## config.mk

```make
export PLATFORM = sky130hd
export DESIGN_NAME = input_port_flat
export DESIGN_NICKNAME = d
export VERILOG_FILES = /design/src/rtl/input_port_if.sv /design/src/rtl/input_port.sv /design/src/flat_wrapper.sv
export SDC_FILE = /design/constraint.sdc
export NUM_CORES = 1
export LEC_CHECK = 0
export BUFFER_PORTS_ARGS = -buffer_cell sky130_fd_sc_hd__buf_2
export CORE_UTILIZATION = 50
export DETAILED_ROUTE_END_ITERATION = 10
export PLACE_DENSITY = 0.77
export SLEW_MARGIN = 20
export SYNTH_ARGS = -nofsm -noshare
export SYNTH_HDL_FRONTEND = slang
export SYNTH_SLANG_ARGS = --single-unit
```

## constraint.sdc

```tcl
create_clock -name clock -period 2 [get_ports clock]
set_input_delay 0.1 -clock clock [delete_from_list [all_inputs] [get_ports clock]]
set_output_delay 0.1 -clock clock [all_outputs]
set_load 0.01 [all_outputs]
```

## src/rtl/input_port_if.sv

```systemverilog
// Input-port handshake bundle: control-unit request, raw board inputs, captured word and status.
interface input_port_if #(
  parameter int DATA_W = 16
);
  logic              in_req;
  logic [DATA_W-1:0] switches;
  logic              key_n;
  logic [31:0]       in_data;
  logic              in_valid;
  logic              stall;
  logic              waiting;

  modport master (
    output in_req, switches, key_n,
    input  in_data, in_valid, stall, waiting
  );

  modport slave (
    input  in_req, switches, key_n,
    output in_data, in_valid, stall, waiting
  );
endinterface

```

## src/rtl/input_port.sv

```systemverilog
// Stalls the core on an input instruction until a key press, then delivers the synchronized switches for one cycle.
// Capture lands 3+DEBOUNCE_CYCLES edges after the press with INPUT_PORT_DEBOUNCE_EN defined, 3 edges otherwise.
module input_port #(
  parameter int DATA_W          = 16,
  parameter int DEBOUNCE_CYCLES = 250000
) (
  input logic         clock,
  input logic         reset,
  input_port_if.slave io
);

  if (DATA_W < 1 || DATA_W > 32 || DEBOUNCE_CYCLES < 1) begin : g_bad_cfg
    $error("input_port: DATA_W must be 1..32 and DEBOUNCE_CYCLES >= 1");
  end

  typedef enum logic [1:0] {IDLE, ARM, WAIT_PRESS, DELIVER} state_t;

  state_t            state;
  logic              key_m, key_s, db;
  logic [DATA_W-1:0] sw_m, sw_s;
  logic [31:0]       in_data_q;
  logic              in_valid_q;
  logic              waiting_q;

  always_ff @(posedge clock or negedge reset) begin
    if (!reset) begin
      key_m <= 1'b1;
      key_s <= 1'b1;
      sw_m  <= '0;
      sw_s  <= '0;
    end else begin
      key_m <= io.key_n;
      key_s <= key_m;
      sw_m  <= io.switches;
      sw_s  <= sw_m;
    end
  end

`ifdef INPUT_PORT_DEBOUNCE_EN
  localparam int CW = $clog2(DEBOUNCE_CYCLES + 1);

  logic [CW-1:0] cnt;

  // Any sample agreeing with the current level restarts the stability count.
  always_ff @(posedge clock or negedge reset) begin
    if (!reset) begin
      db  <= 1'b1;
      cnt <= '0;
    end else if (key_s != db) begin
      if (cnt == CW'(DEBOUNCE_CYCLES - 1)) begin
        db  <= ~db;
        cnt <= '0;
      end else begin
        cnt <= cnt + CW'(1);
      end
    end else begin
      cnt <= '0;
    end
  end
`else
  assign db = key_s;
`endif

  // ARM absorbs a key already held when the request arrives, so a press is never reused.
  always_ff @(posedge clock or negedge reset) begin
    if (!reset) begin
      state      <= IDLE;
      in_data_q  <= '0;
      in_valid_q <= 1'b0;
      waiting_q  <= 1'b0;
    end else begin
      in_valid_q <= 1'b0;
      case (state)
        IDLE: begin
          if (io.in_req) begin
            state     <= db ? WAIT_PRESS : ARM;
            waiting_q <= 1'b1;
          end
        end
        ARM: begin
          if (!io.in_req) begin
            state     <= IDLE;
            waiting_q <= 1'b0;
          end else if (db) begin
            state <= WAIT_PRESS;
          end
        end
        WAIT_PRESS: begin
          if (!io.in_req) begin
            state     <= IDLE;
            waiting_q <= 1'b0;
          end else if (!db) begin
            in_data_q  <= 32'(sw_s);
            in_valid_q <= 1'b1;
            waiting_q  <= 1'b0;
            state      <= DELIVER;
          end
        end
        DELIVER: state <= IDLE;
        default: begin
          state     <= IDLE;
          waiting_q <= 1'b0;
        end
      endcase
    end
  end

  assign io.in_data  = in_data_q;
  assign io.in_valid = in_valid_q;
  assign io.waiting  = waiting_q;
  assign io.stall    = io.in_req & ~in_valid_q;

endmodule
```

## src/flat_wrapper.sv

```systemverilog
// flat-port wrapper written by rule: the top's interface ports become plain ports
module input_port_flat 
#(
  parameter int DATA_W          = 16,
  parameter int DEBOUNCE_CYCLES = 250000
)
  (clock, reset, io_in_req, io_switches, io_key_n, io_in_data, io_in_valid, io_stall, io_waiting);
  input_port_if #(.DATA_W(DATA_W)) io_i ();
  input logic clock;
  input logic reset;
  input wire logic [$bits(io_i.in_req)-1:0] io_in_req;
  input wire logic [$bits(io_i.switches)-1:0] io_switches;
  input wire logic [$bits(io_i.key_n)-1:0] io_key_n;
  output wire logic [$bits(io_i.in_data)-1:0] io_in_data;
  output wire logic [$bits(io_i.in_valid)-1:0] io_in_valid;
  output wire logic [$bits(io_i.stall)-1:0] io_stall;
  output wire logic [$bits(io_i.waiting)-1:0] io_waiting;
  assign io_i.in_req = io_in_req;
  assign io_i.switches = io_switches;
  assign io_i.key_n = io_key_n;
  assign io_in_data = io_i.in_data;
  assign io_in_valid = io_i.in_valid;
  assign io_stall = io_i.stall;
  assign io_waiting = io_i.waiting;
  input_port #(.DATA_W(DATA_W), .DEBOUNCE_CYCLES(DEBOUNCE_CYCLES)) u_core (.clock(clock), .reset(reset), .io(io_i));
endmodule
```

# After elaboration in Yosys (flattened, before gate mapping)
# Cells that the tools add are included.
# Widths: inputs -> output; s select.
[totals]
memories = 0
mem_bits_rw = 0
wordCells = 38
latch_bits = 0
inputBits = 20
out_inout_bits = 35
register_bits = 54
mem_bits_ro = 0
[op_classes]
n_lt_le_gt_ge = 0
bitwise_logic = 3
div_mod_pow = 0
shift = 0
n_mul = 0
reduce_logical = 5
n_mux = 15
n_addsub = 0
eq_ne = 7
[op_table]
columns = ["operator", "count"]
rows = [
  ["$mux 2", 6],
  ["$pmux 2 s4", 1],
  ["$mux 1", 7],
  ["$reduce_and 3->1", 2],
  ["$eq 2x2->1 const B", 2],
  ["$ne 2x2->1 const B", 2],
  ["$reduce_and 4->1", 1],
  ["$ne 3x2->1 const B", 1],
  ["$ne 3x3->1 const B", 1],
  ["$pmux 1 s3", 1],
  ["$reduce_bool 3->1", 1],
  ["$eq 2x1->1 const B", 1],
  ["$logic_not 2->1", 1],
  ["$not 1->1", 2],
  ["$and 1x1->1", 1],
]

# Longest topological paths before layout
[depth]
ltp_word = 3
ltp_mapped = 5
depth_no_buf = 5

# Worst setup path before layout
# OpenSTA, ideal clock, no wires.
[synth_timing]
path_type = "reg-to-reg"
from = "register u_core.state[0]"
to = "register u_core.in_data_q[10] (netlist: u_core.io.in_data[10])"
path_stages_with_launch = 6
setup_slack_ns = 0.522
setup_time_ns = 0.125
arrival_ns = 1.353
t_required_ns = 1.875
n_path_buf = 1
period_less_slack_ns = 1.478
cell_sequence = "dfrtp_1 inv_1 ha_1 nand3b_4 buf_6 mux2_4"
[synth_via]
elab_chain_len = 2
[synth_lines]
columns = ["item", "line_no", "source"]
rows = [
  ["start, declared", "input_port.sv:18", "state_t state;"],
  ["start signal, assigned", "input_port.sv:76", "state <= db ? WAIT_PRESS : ARM;"],
  ["$eq 2x2->1", "input_port.sv:73", "case (state)"],
  ["$reduce_and 3->1 (no source line)", "-", ""],
  ["end signal, assigned", "input_port.sv:93", "in_data_q <= 32'(sw_s);"],
  ["end, declared", "input_port.sv:21", "logic [31:0] in_data_q;"],
]
# Every way passes these cells.
# A chain may end at the register's enable or synchronous reset.

# Worst setup path in the final report
[layout_timing]
from = "register u_core.state[0]"
to = "register u_core.in_data_q[11] (netlist: u_core.io.in_data[11])"
# The elaborated chain is that of the path after synthesis.

==> metrics.md <==
| Metric | Value |
|---|---|
| Clk Latency, worst-skew pair | 0.30 ns |
| Die Y | 64.0 µm |
| Req. time, crit path | 2.19 ns |
| Initial antenna violation count | 0 |
| # DRC | 0 |
| Cell Count, Final, Fillers Out | 230 |
| FF+latch count, synth | 54 |
| Worst setup margin | 0.354 ns |
| Number of max-cap violations | 0 |
| Maximum clock rate | 608 MHz |
| Synth top area cells | dfrtp_1, mux2_4, buf_4, mux2_2, dfstp_2 |
| Port bufs | 38 |
| RSZ-0062 raised after global routing | no |
| Post-route ant nets | 0 |
| Hpwl dp | 1.98 mm |
| Total Wirelength | 2.97 mm |
| Largest family of logic cells by synthesized area | multiplexers |
| Top cell type's share of synthesized area | 0.676 |
| Full die area | 4100 µm² |
| Post-synth cell types | 25 |
| Clock network power share | 0.235 |
| Max-slew headroom | 0.630 |
| CTS Buffer Depth | 2 |
| Final period utilization | 0.823 |
| Layout Area Growth over Synthesis | 24.8% |
| Die W | 64.0 µm |
| Setup TNS | 0 ns |
| Post-route cell area | 2400 µm² |
| Vias | 1083 |
| Seq pwr share | 0.480 |
| DR pass1 iterations | 2 |
| Yosys warns | 0 |
| Sequential share of the synthesized area | 0.704 |
| # placed instances | 205 |
| Skew final | 0.00394 ns |
| Htree depth | 2 |
| Routability Congestion | 0.652 |
| Sw frac | 0.284 |
| Layout cells sized above 1 | 0.363 |
| Run status | finished, final reports clean |
| Pre-CTS WS | 0.362 ns |
| Mapped Avg Cell Area | 16.0 µm² |
| Final cell utilization of the core | 0.651 |
| 1st-iter DRT viols | 36 |
| Crit path DAT | 1.83 ns |
| Clk pin slew, worst setup/hold paths | 0.09 ns |
| Max-slew violations | 0 |
| Mux share of post-synthesis cell area | 0.111 |
| Type of the most critical hold path | in2reg |
| Post-DR vias/cell | 4.71 |
| Post-synthesis compound-gate area fraction | 0.0384 |
| Startpoint Class | flop |
| Total Routing Usage GR | 0.166 |
| Peak VDD IR | 0.000730 V |
| Clock root buffer | clkbuf_8 |
| Starting Density | 0.522 |
| Final hold slack | 0.152 ns |
| CTS tree | yes |
| Max FO, Critical Path | 17 |
| Clk sink count | 54 |
| Post-cts sizing count | 0 |
| Largest net degree at the start of global routing | 28 |
| Synth Area in Adders | 0.0260 |
| Std cell rows | 22 |
| CP Capture Type | flop |
| Tot Pwr | 3.04 mW |
| Routed len/inst | 12.9 µm |
| Sw power | 864 µW |
| Final nets | 206 |
| Post-synthesis cell count | 120 |
| CTS Buf Count | 5 |
| # fillers | 271 |
| Crit Path Class | reg2reg |
| Final Setup Violations | 0 |
| Mapped Area | 1920 µm² |
| Yosys top cell by area | dfrtp_1 |
| P_int | 2.18 mW |
| Pwr Density | 1270 nW/µm² |
| Floorplan Core Area | 3690 µm² |
| Slew of the pin with the lowest slew margin | 0.555 ns |
| Post-Synth XOR/XNOR Area | 0 |
| Post-Place Cell Area | 2110 µm² |
| Combinational Power Share | 0.285 |
| Final Hold Fails | 0 |
| Multi-input gate area | 475 µm² |
| Post-CTS Repair Setup Buffers | 0 |
| FF/Latch Area | 1350 µm² |
| Global-route wire length before repair | 4.90 mm |
| Pleak | 1.22 nW |
| N_diodes | 0 |
| Period minus WS final | 1.65 ns |
| Number of global-route vias before repair | 1135 |
| Io pins | 55 |
| Grt total ovfl | 0 |
| Post-Synth Simple-Gate Area | 0.0403 |
==> timing repair <==
item / CTS / global route
hold buffers: 18 / 0
hold endpoints to repair: 40 / 0
endpoints found under the setup margin: 0 / 0
==> placed cells by master, fill, tap and decap left out, types with 2 or more instances in the layout <==
master and n:
ha_1 4, a21oi_1 2, o21ai_0 2, buf_2 38
mux2_4 9, nor2b_1 2, dfstp_2 2, o211ai_1 3
nand3_1 3, dfrtp_1 52, conb_1 16, buf_4 2
clkbuf_8 6, inv_1 4, nor2_1 2, mux2_2 7
dlygate4sd3_1 18
==> path summary, 6_finish.rpt <==
check                                       startpoint                                end  slack (ns)  depth (start not counted)
max                        u_core.state[0]$_DFFE_PN0P_  u_core.io.in_data[11]$_DFFE_PN0P_        0.35                          4
min                                          io_in_req      u_core.io.waiting$_DFFE_PN0P_        0.15                          3
max reg2reg                u_core.state[0]$_DFFE_PN0P_  u_core.io.in_data[11]$_DFFE_PN0P_        0.35                          4
min reg2reg                   u_core.sw_m[4]$_DFF_PN0_           u_core.sw_s[4]$_DFF_PN0_        0.35                          0
max in group asynchronous                        reset           u_core.sw_m[4]$_DFF_PN0_        1.06                          3
min in group asynchronous                        reset  u_core.io.in_data[11]$_DFFE_PN0P_        0.32                          2
==> power by group through the flow <==
| stage | Combinational, mW | Clock [mW] | Sequential, mW |
|---|---|---|---|
| finish | 0.867 | 0.715 | 1.46 |
| global route | 0.939 | 0.777 | 1.49 |
| CTS | 0.875 | 0.734 | 1.47 |
| detailed placement | 0.850 | 0 | 1.48 |
| global placement | 0.797 | 0 | 1.47 |
| floorplan | 0.486 | 0 | 1.54 |
==> synthesized netlist by cell type <==
| cell | number |
|---|---|
| conb_1 | 1 |
| nor4_1 | 1 |
| nand3b_4 | 1 |
| mux2_2 | 7 |
| nor2b_1 | 2 |
| o21ai_0 | 2 |
| nor3_1 | 1 |
| ha_1 | 4 |
| a22oi_1 | 1 |
| nor2_1 | 2 |
| nand3_1 | 3 |
| buf_2 | 1 |
| o211ai_1 | 3 |
| nand2_1 | 1 |
| o21bai_1 | 1 |
| a21oi_1 | 2 |
| buf_4 | 16 |
| a21o_1 | 1 |
| dfrtp_1 | 52 |
| and2b_1 | 1 |
| dfstp_2 | 2 |
| mux2_4 | 9 |
| inv_1 | 4 |
| o31a_1 | 1 |
| buf_6 | 1 |
==> kinds of logic (layout without fill, tap and decap cells) <==
kind of cell	Yosys count	in the layout
AOI/OAI and AO/OA	11	11
adders and majority gates	4	4
buffers and inverters	22	69
DFF	54	54
muxes	16	16
other	1	16
and+or+nand+nor	12	12
==> cell type report <==
type                       count  share of cell area
clock inverter                 1              0.0125
multi-input combinational     59               0.198
sequential                    54               0.564
clock buffer                   6              0.0344
timing repair buffer          58               0.160
inverter                       4             0.00625
tap                           48              0.0250
==> state kept, by name (all words and copies together), names as in the netlist <==
| signal | cells |
|---|---|
| u_core.db | 1 |
| u_core.io.in_data | 16 |
| u_core.io.in_valid | 1 |
| u_core.io.waiting | 1 |
| u_core.key_m | 1 |
| u_core.state | 2 |
| u_core.sw_m | 16 |
| u_core.sw_s | 16 |
==> worst max-delay path: stages, from the launching register on <==
cell and delay [ns]:
dfrtp_1 0.45, inv_1 0.11, ha_1 0.29, nand3b_4 0.30, mux2_4 0.39
==> layer usage <==
layer / track usage / up-vias / share of wire
met5: 0 / - / 0
met4: 0.102 / 0 / 0.037
met3: 0.0429 / 10 / 0.045
met2: 0.283 / 45 / 0.52
met1: 0.185 / 540 / 0.40
li1: - / 488 / -
No activity file was read; power rests on OpenSTA's default activity.
